===== src/rtl/nn_weight_loader.sv =====
// nn_weight_loader
// Packs a valid/ready byte stream into WORD_W-bit words and writes them to
// RAM addresses 0..DEPTH-1 in order. The first byte of each word lands in
// bits [BYTE_W-1:0].
// Ports:
//   CLK        clock (rising edge)
//   RST        asynchronous active-low reset
//   start      begins a load run (honoured in IDLE or DONE only)
//   abort      synchronous cancel back to IDLE; highest priority
//   in_data    input byte
//   in_valid   in_data is valid
//   in_ready   a byte is accepted this cycle (LOAD state)
//   mem_addr   RAM write address (held outside WRITE)
//   mem_wdata  RAM write data (held outside WRITE)
//   mem_we     one-cycle write pulse per word
//   busy       high in LOAD and WRITE
//   done       high in DONE
module nn_weight_loader #(
  parameter int WORD_W = 256,
  parameter int BYTE_W = 8,
  parameter int ADDR_W = 4,
  parameter int DEPTH  = 16
) (
  input  logic              CLK,
  input  logic              RST,
  input  logic              start,
  input  logic              abort,
  input  logic [BYTE_W-1:0] in_data,
  input  logic              in_valid,
  output logic              in_ready,
  output logic [ADDR_W-1:0] mem_addr,
  output logic [WORD_W-1:0] mem_wdata,
  output logic              mem_we,
  output logic              busy,
  output logic              done
);

  localparam int LANES = WORD_W / BYTE_W;
  localparam int CNT_W = (LANES > 1) ? $clog2(LANES) : 1;

  typedef enum logic [1:0] {
    S_IDLE,
    S_LOAD,
    S_WRITE,
    S_DONE
  } state_t;

  state_t              r_state;
  state_t              w_state_next;
  logic [CNT_W-1:0]    r_byte_cnt;
  logic [ADDR_W-1:0]   r_word_cnt;
  logic [WORD_W-1:0]   r_asm;
  logic [ADDR_W-1:0]   r_mem_addr;
  logic [WORD_W-1:0]   r_mem_wdata;
  logic                w_accept;
  logic                w_last_byte;
  logic                w_last_word;
  logic [WORD_W-1:0]   w_asm_next;

  assign w_accept    = (r_state == S_LOAD) && in_valid;
  assign w_last_byte = (r_byte_cnt == CNT_W'(LANES - 1));
  assign w_last_word = (r_word_cnt == ADDR_W'(DEPTH - 1));

  // Assembly register with the incoming byte merged into its lane; the
  // completed word is taken from here so the output register is loaded on
  // the same edge that accepts the final byte.
  always_comb begin
    w_asm_next = r_asm;
    for (int unsigned j = 0; j < LANES; j++) begin
      if (r_byte_cnt == CNT_W'(j)) begin
        w_asm_next[j*BYTE_W +: BYTE_W] = in_data;
      end
    end
  end

  always_ff @(posedge CLK or negedge RST) begin
    if (!RST) begin
      r_state <= S_IDLE;
    end else begin
      r_state <= w_state_next;
    end
  end

  always_comb begin
    w_state_next = r_state;
    case (r_state)
      S_IDLE:  if (start) w_state_next = S_LOAD;
      S_LOAD:  if (w_accept && w_last_byte) w_state_next = S_WRITE;
      S_WRITE: w_state_next = w_last_word ? S_DONE : S_LOAD;
      S_DONE:  if (start) w_state_next = S_LOAD;
      default: w_state_next = S_IDLE;
    endcase
    if (abort) begin
      w_state_next = S_IDLE;
    end
  end

  always_ff @(posedge CLK or negedge RST) begin
    if (!RST) begin
      r_byte_cnt  <= '0;
      r_word_cnt  <= '0;
      r_asm       <= '0;
      r_mem_addr  <= '0;
      r_mem_wdata <= '0;
    end else if (abort) begin
      r_byte_cnt <= '0;
      r_word_cnt <= '0;
    end else begin
      case (r_state)
        S_IDLE, S_DONE: begin
          if (start) begin
            r_byte_cnt <= '0;
            r_word_cnt <= '0;
          end
        end
        S_LOAD: begin
          if (w_accept) begin
            r_asm <= w_asm_next;
            if (w_last_byte) begin
              r_byte_cnt  <= '0;
              r_mem_addr  <= r_word_cnt;
              r_mem_wdata <= w_asm_next;
            end else begin
              r_byte_cnt <= r_byte_cnt + CNT_W'(1);
            end
          end
        end
        S_WRITE: begin
          if (!w_last_word) begin
            r_word_cnt <= r_word_cnt + ADDR_W'(1);
          end
        end
        default: ;
      endcase
    end
  end

  assign in_ready  = (r_state == S_LOAD);
  assign mem_we    = (r_state == S_WRITE);
  assign busy      = (r_state == S_LOAD) || (r_state == S_WRITE);
  assign done      = (r_state == S_DONE);
  assign mem_addr  = r_mem_addr;
  assign mem_wdata = r_mem_wdata;

endmodule

===== config.mk =====
export PLATFORM = sky130hd
export DESIGN_NAME = nn_weight_loader
export DESIGN_NICKNAME = d
export VERILOG_FILES = /design/src/rtl/nn_weight_loader.sv
export SDC_FILE = /design/constraint.sdc
export NUM_CORES = 1
export LEC_CHECK = 0
export ABC_CLOCK_PERIOD_IN_PS = 7200
export BUFFER_PORTS_ARGS = -buffer_cell sky130_fd_sc_hd__clkbuf_2
export CORE_MARGIN = 2
export CORE_UTILIZATION = 42
export DETAILED_ROUTE_END_ITERATION = 10
export SLEW_MARGIN = 5
export SYNTH_ARGS = -nofsm -noshare
export SYNTH_HDL_FRONTEND = slang
export SYNTH_SLANG_ARGS = --single-unit

===== constraint.sdc =====
create_clock -name CLK -period 7.2 [get_ports CLK]
set_clock_uncertainty 0.2 [all_clocks]
set_input_delay 0.36 -clock CLK [delete_from_list [all_inputs] [get_ports CLK]]
set_output_delay 0.36 -clock CLK [all_outputs]
set_load 0.02 [all_outputs]

==> results.yml, run 1 <==
clock_network:
  htree_num_levels: 2
  cts_setup_buffers: 0
  clk_transition_reported_paths_ns: 0.06
  cts.sinks: 519
  postCtsHoldBufs: 2
  cts_resized: 0
  cts_buffers: 54
  clockBufferDepth: 3
  worst_skew_pair.late_latency_ns: 0.59
  clock-root-buffer: "clkbuf_16"
  tritoncts: "yes"
worst_setup_path:
  cp-startpoint: "r_byte_cnt[0]$_DFFE_PN0P_"
  path_common_cell: "ha_1"
  crit_fanout: 268
  worstPathCellList: "ha_1 -> and3_1 -> ha_1 -> nand4b_1 -> buf_12 -> o21ai_0"
  end_kind: "flip-flop"
  worstSetupStartpointType: "flip-flop"
  required_ns: 7.42
  r2r_start: "r_byte_cnt[0]$_DFFE_PN0P_"
  cpPeakStageDelay_ns: 0.59
  critical_path_class: "flip-flop to flip-flop"
  crit_arrival_ns: 3.28
  crit_slowest_cell: "buf_12"
grt:
  antenna_found_initial: 0
  grt_pass1_wl_mm: 84.3
  grt_max_degree: 269
  gr-total-overflow: 0
  grt_usage: 0.198
  grt_pass1_vias: 14249
floorplan:
  die_area_um2: 54900
  core_area_um2: 52400
  initial_core_util: 0.425
  io_pins: 277
  die_width_um: 234
  die_h_um: 234
  fp-row-count: 84
cells_and_area:
  syn_to_final_growth_pct: 16.1
  final_layout_size_suffix_gt1_frac: 0.328
  nets: 2054
  finish.utilization: 0.493
  fill_cells: 4762
  num_antenna_cells: 0
timing:
  worst_slew_pin_slew_ns: 1.18
  slew_headroom: 0.216
  rsz0062_at_grt: "false"
  max_freq_ghz: 0.327
  setup_viol: 0
  holdWs_ns: 0.0783
  tns_ns: 0
  fin_crit_ns: 3.06
  fin_crit_sh: 0.424
  hold_viol_final: 0
  drv_slew: 0
synthesis:
  ys_ff_latch: 519
  yosysSeqAreaShare: 0.583
  synth_most_common_cell: "dfrtp_1"
  synth_area_um2: 22300
  synth_warnings: 0
  synthFlopType: "dfrtp_1"
  synth.net_count: 1859
  avgSynthCellArea_um2: 12.1
  synth_edf_count: 0
  yosysUniqueCellTypes: 40
  async_flop_share: 1.00
  synth.top_cells.by_area: "dfrtp_1 (58%), mux2_2 (12%), mux2i_1 (11%)"
  yosys-top-cells-count: "dfrtp_1 (519), nand2_1 (286), mux2i_1 (252), o21ai_0 (252), mux2_2 (247)"
  synth_top_area_frac: 0.583
  syn_inst: 1835
  synth_top_cell_by_area: "dfrtp_1"
power:
  leakage_uw: 0.0130
  powerDensity_nw_per_um2: 240
  peakVddDrop_uv: 178
routing:
  drc: 0
  viasPerCell: 5.19
  dr_wl_met3_mm: 2.17
  wl_met2_mm: 25.7
  first_pass_iters: 4
  post_drt_wl_per_cell_um: 19.6
  vias: 14304
  routed.top_layer: "met4"
  wl_mm: 53.9
  antenna_left: 0
  m1WireLength_mm: 25.0
  first_iter_violations: 687
place:
  io_buffer_count: 276
  dp_hpwl_mm: 32.6
  place_congestion: 0.744
worst_hold_path:
  hp-start: "start"
  min_path_type: "input port to flip-flop"
run:
  cap_viol_max_count: 0
outcome:
  status: "completed"
==> through the flow <==
stage                     instance area [um2]  worst slack (ns)  total power [uW]  cells
final                                   25900              4.14              6190   2758
after global routing                    25900              3.91              6440   2758
after CTS                               25900              4.19              6280   2758
after detailed placement                24100              4.21              3460   2660
after global placement                  24100              4.26              3440   2660
after floorplan                         22300              4.88              3290   1835
==> final cells by class <==
class / count / area, um2 / area share
timing repair buffer: 300 / 1610 / 0.0624
inverter: 6 / 22.5 / 0.000871
tap: 688 / 861 / 0.0333
multi-input combinational: 1149 / 8610 / 0.333
clock inverter: 13 / 144 / 0.00556
clock buffer: 83 / 1620 / 0.0627
sequential: 519 / 13000 / 0.502
==> placed cells by master (no fill, tap or decap), types with 14 or more instances in the layout <==
cell       Yosys  layout
clkbuf_8       0      14
clkbuf_16      0      55
clkbuf_2       0     269
clkbuf_1     100      14
o21ai_0      252     252
dfrtp_1      519     516
nand2_2       16      16
nand2_1      286     286
buf_4         16      19
nor2_2        14      14
mux2i_1      252     252
mux2_2       247     247
==> power by group <==
part | switching, uW | internal, uW
Clock | 1150 | 1650
Sequential | 33.8 | 2970
Combinational | 262 | 128
==> worst paths after layout <==
| check | to | depth (start not counted) | slack [ns] |
|---|---|---|---|
| max reg2reg | mem_wdata[39]$_DFFE_PN0P_ | 6 | 4.14 |
| max | mem_wdata[39]$_DFFE_PN0P_ | 6 | 4.14 |
| min reg2reg | mem_wdata[189]$_DFFE_PN0P_ | 2 | 0.28 |
| min | r_word_cnt[2]$_DFFE_PN0P_ | 4 | 0.08 |
| min in group asynchronous | r_asm[77]$_DFFE_PN0P_ | 2 | 0.25 |
| max in group asynchronous | r_byte_cnt[4]$_DFFE_PN0P_ | 3 | 4.85 |
==> sequential cells by signal, summed over array words and instances, names as in the netlist <==
register / count
mem_addr: 4
mem_wdata: 256
r_asm: 248
r_byte_cnt: 5
r_state: 2
r_word_cnt: 4
==> critical path: cells and delay by family (launching register included) <==
kind	cells	cell delay, ns
compound gates	1	0.24
buf+inv	1	0.59
flops	1	0.41
simple gates	2	0.52
fa+ha+maj	2	0.65
==> per-layer routing <==
| metal | GRT usage | vias up |
|---|---|---|
| li1 | - | 6747 |
| met1 | 0.278 | 7244 |
| met2 | 0.320 | 243 |
| met3 | 0.0338 | 70 |
| met4 | 0.0492 | 0 |
| met5 | 0 | - |
==> logic make-up (layout without fill, tap and decap cells) <==
kind of cell | Yosys count | after routing | share of synthesized area
AND/OR/NAND/NOR | 369 | 369 | 0.0771
multiplexers | 501 | 501 | 0.239
buffers and inverters | 167 | 402 | 0.0328
flip-flops | 519 | 519 | 0.583
AO/OA/AOI/OAI | 268 | 268 | 0.0616
adder cells (fa/ha/maj) | 11 | 11 | 0.00618
No activity file was read; power rests on OpenSTA's default activity.
==> inputs of run 2 (changes only) <==
- ABC_CLOCK_PERIOD_IN_PS: 7200 -> 2900
- clock period: 7.2 -> 2.9 ns (I/O delays scaled with it)
==> run 2 against run 1 <==
Against the previous run:
- first-iteration DRC count up 19%
- die area is the same
- register-to-register slack worse by 3.8 ns
- power grew to 2.6 times the previous value
- cell count is 2.0% higher
- core utilization up 1.4 points
- global-route usage rose by 0.38 points
- clock power grew to 2.6 times the previous value
- via count up 1.0%
- routed wire length grew 2.6%
- setup slack got worse by 3.8 ns
- critical endpoint is now mem_wdata[184]$_DFFE_PN0P_
- largest cell class unchanged
- highest routed layer unchanged
==> results.yml, run 2 (synthesis results as in run 1) <==
worst_setup_path:
  end_kind: "flip-flop"
  crit_fanout: 102
  critical_path_class: "flip-flop to flip-flop"
  required_ns: 3.15
  r2r-end: "mem_wdata[184]$_DFFE_PN0P_"
  r2r_slack_ns: 0.36
  cp-startpoint: "r_byte_cnt[2]$_DFFE_PN0P_"
  crit_path_end: "mem_wdata[184]$_DFFE_PN0P_"
  crit_arrival_ns: 2.79
  reg2reg_depth: 7
  worstSetupStartpointType: "flip-flop"
  r2r_start: "r_byte_cnt[2]$_DFFE_PN0P_"
place:
  io_buffer_count: 276
  place_congestion: 0.745
  placed_cell_area_um2: 24600
  dp_hpwl_mm: 35.6
clock_network:
  tritoncts: "yes"
  cts_resized: 0
  clk_transition_reported_paths_ns: 0.06
  htree_num_levels: 2
  cts_buffers: 54
  worst_skew_pair.late_latency_ns: 0.60
  clockBufferDepth: 3
  cts_setup_buffers: 0
  cts.sinks: 519
  clock-root-buffer: "clkbuf_16"
grt:
  grt_max_degree: 103
  grt_usage: 0.202
  gr-total-overflow: 0
  grt_pass1_wl_mm: 85.2
  grt.busiest_layer: "met2"
  grtUsageMet2: 0.324
  grt_util_met1: 0.286
  grt_pass1_vias: 14410
  antenna_found_initial: 0
  met3_usage: 0.0328
routing:
  post_drt_wl_per_cell_um: 19.7
  viasPerCell: 5.14
  drc: 0
  vias: 14452
  first_pass_iters: 5
  wl_mm: 55.3
  first_iter_violations: 817
  antenna_left: 0
power:
  peakVddDrop_uv: 429
  leakage_uw: 0.0134
  netSwitchingFraction: 0.235
  finalPower_uw: 15900
  powerDensity_nw_per_um2: 597
  power_frac_seq: 0.470
  p_clk_frac: 0.463
  p_switching_uw: 3730
  p_int_uw: 12200
  p_comb_frac: 0.068
cells_and_area:
  syn_to_final_growth_pct: 19.5
  nets: 2102
  fill_cells: 4684
  mostFrequentLayoutCells: "dfrtp_1 (516), nand2_1 (286), clkbuf_2 (269), o21ai_0 (252), mux2i_1 (252)"
  layout_commonest_cell: "dfrtp_1"
  finish.utilization: 0.507
  num_antenna_cells: 0
  fin_area_um2: 26600
  final_layout_size_suffix_gt1_frac: 0.343
  largest_reg_flops: 256
timing:
  worst_slew_pin_slew_ns: 0.864
  hold_viol_final: 0
  fin_crit_ns: 2.54
  slew_headroom: 0.424
  setup_viol: 0
  drv_slew: 0
  tns_ns: 0
  fin_crit_sh: 0.876
  max_freq_ghz: 0.394
  rsz0062_at_grt: "false"
floorplan:
  initial_core_util: 0.425
  die_width_um: 234
  die_h_um: 234
  fp-row-count: 84
  core_area_um2: 52400
  io_pins: 277
  die_area_um2: 54900
worst_hold_path:
  min_path_type: "input port to flip-flop"
run:
  cap_viol_max_count: 0
outcome:
  status: "completed"
==> run 2: cell count changes in the layout (fill, tap and decap cells not counted), moves of 4 or more <==
cell,previous run,this run
buf_4,19,41
buf_12,3,20
dlygate4sd3_1,2,10
bufinv_16,3,7
clkbuf_1,14,10
clkbuf_8,14,10
clkinv_4,0,4
==> run 2: repair_timing <==
action	in CTS	in global routing
hold buffers	11	0
endpoints found under the hold margin	542	0
setup endpoints to repair	0	0
==> run 2: cell type report <==
cell class | instances | area (um2) | area share
clock buffers | 75 | 1550 | 0.0583
multi-input cells | 1149 | 8610 | 0.323
clock inverters | 27 | 353 | 0.0133
repair buffers | 348 | 2230 | 0.0837
well taps | 688 | 861 | 0.0323
flip-flops and latches | 519 | 13000 | 0.488
inverters | 6 | 22.5 | 0.000846
==> run 2: worst min-delay path by stage <==
| stage | depth (start not counted) | start | to | slack, ns |
|---|---|---|---|---|
| 6_report | 3 | in_data[1] | mem_wdata[233]$_DFFE_PN0P_ | 0.02 |
| 5_1_grt | 3 | in_data[1] | mem_wdata[233]$_DFFE_PN0P_ | 0.04 |
| 4_1_cts | 3 | in_data[1] | mem_wdata[233]$_DFFE_PN0P_ | 0.003 |
| 3_5_place_dp | 1 | RST | mem_wdata[77]$_DFFE_PN0P_ | -0.03 |
| 3_3_place_gp | 1 | RST | mem_wdata[77]$_DFFE_PN0P_ | -0.04 |
| 2_1_floorplan | 0 | RST | mem_addr[0]$_DFFE_PN0P_ | -0.35 |
==> run 2: power by group through the flow <==
stage / clock network, uW / registers [uW] / logic (uW)
detailed placement: 0 / 7590 / 1070
finish: 7350 / 7460 / 1080
floorplan: 0 / 7570 / 597
global placement: 0 / 7580 / 1040
global route: 7780 / 7470 / 1180
CTS: 7500 / 7460 / 1090
==> run 2: critical path: stages, from the launching register on <==
cell      delay (ns)
dfrtp_2         0.64
and3_1          0.29
ha_1            0.27
nand4b_1        0.25
buf_4           0.28
buf_12          0.22
nand2_1         0.11
o21ai_0         0.11
==> run 2: layer usage <==
| metal | routed length [um] | share of wire |
|---|---|---|
| met1 | 26000 | 0.47 |
| met2 | 26200 | 0.47 |
| met3 | 2230 | 0.040 |
| met4 | 994 | 0.018 |
| met5 | 0 | 0 |
==> run 2: through the flow <==
step	setup slack (ns)	hold WS, ns	instances
floorplan	0.584	-0.351	1835
global placement	0.362	-0.0372	2699
detailed placement	0.356	-0.0320	2699
CTS	0.341	0.00295	2812
global route	0.185	0.0396	2812
finish	0.361	0.0204	2812
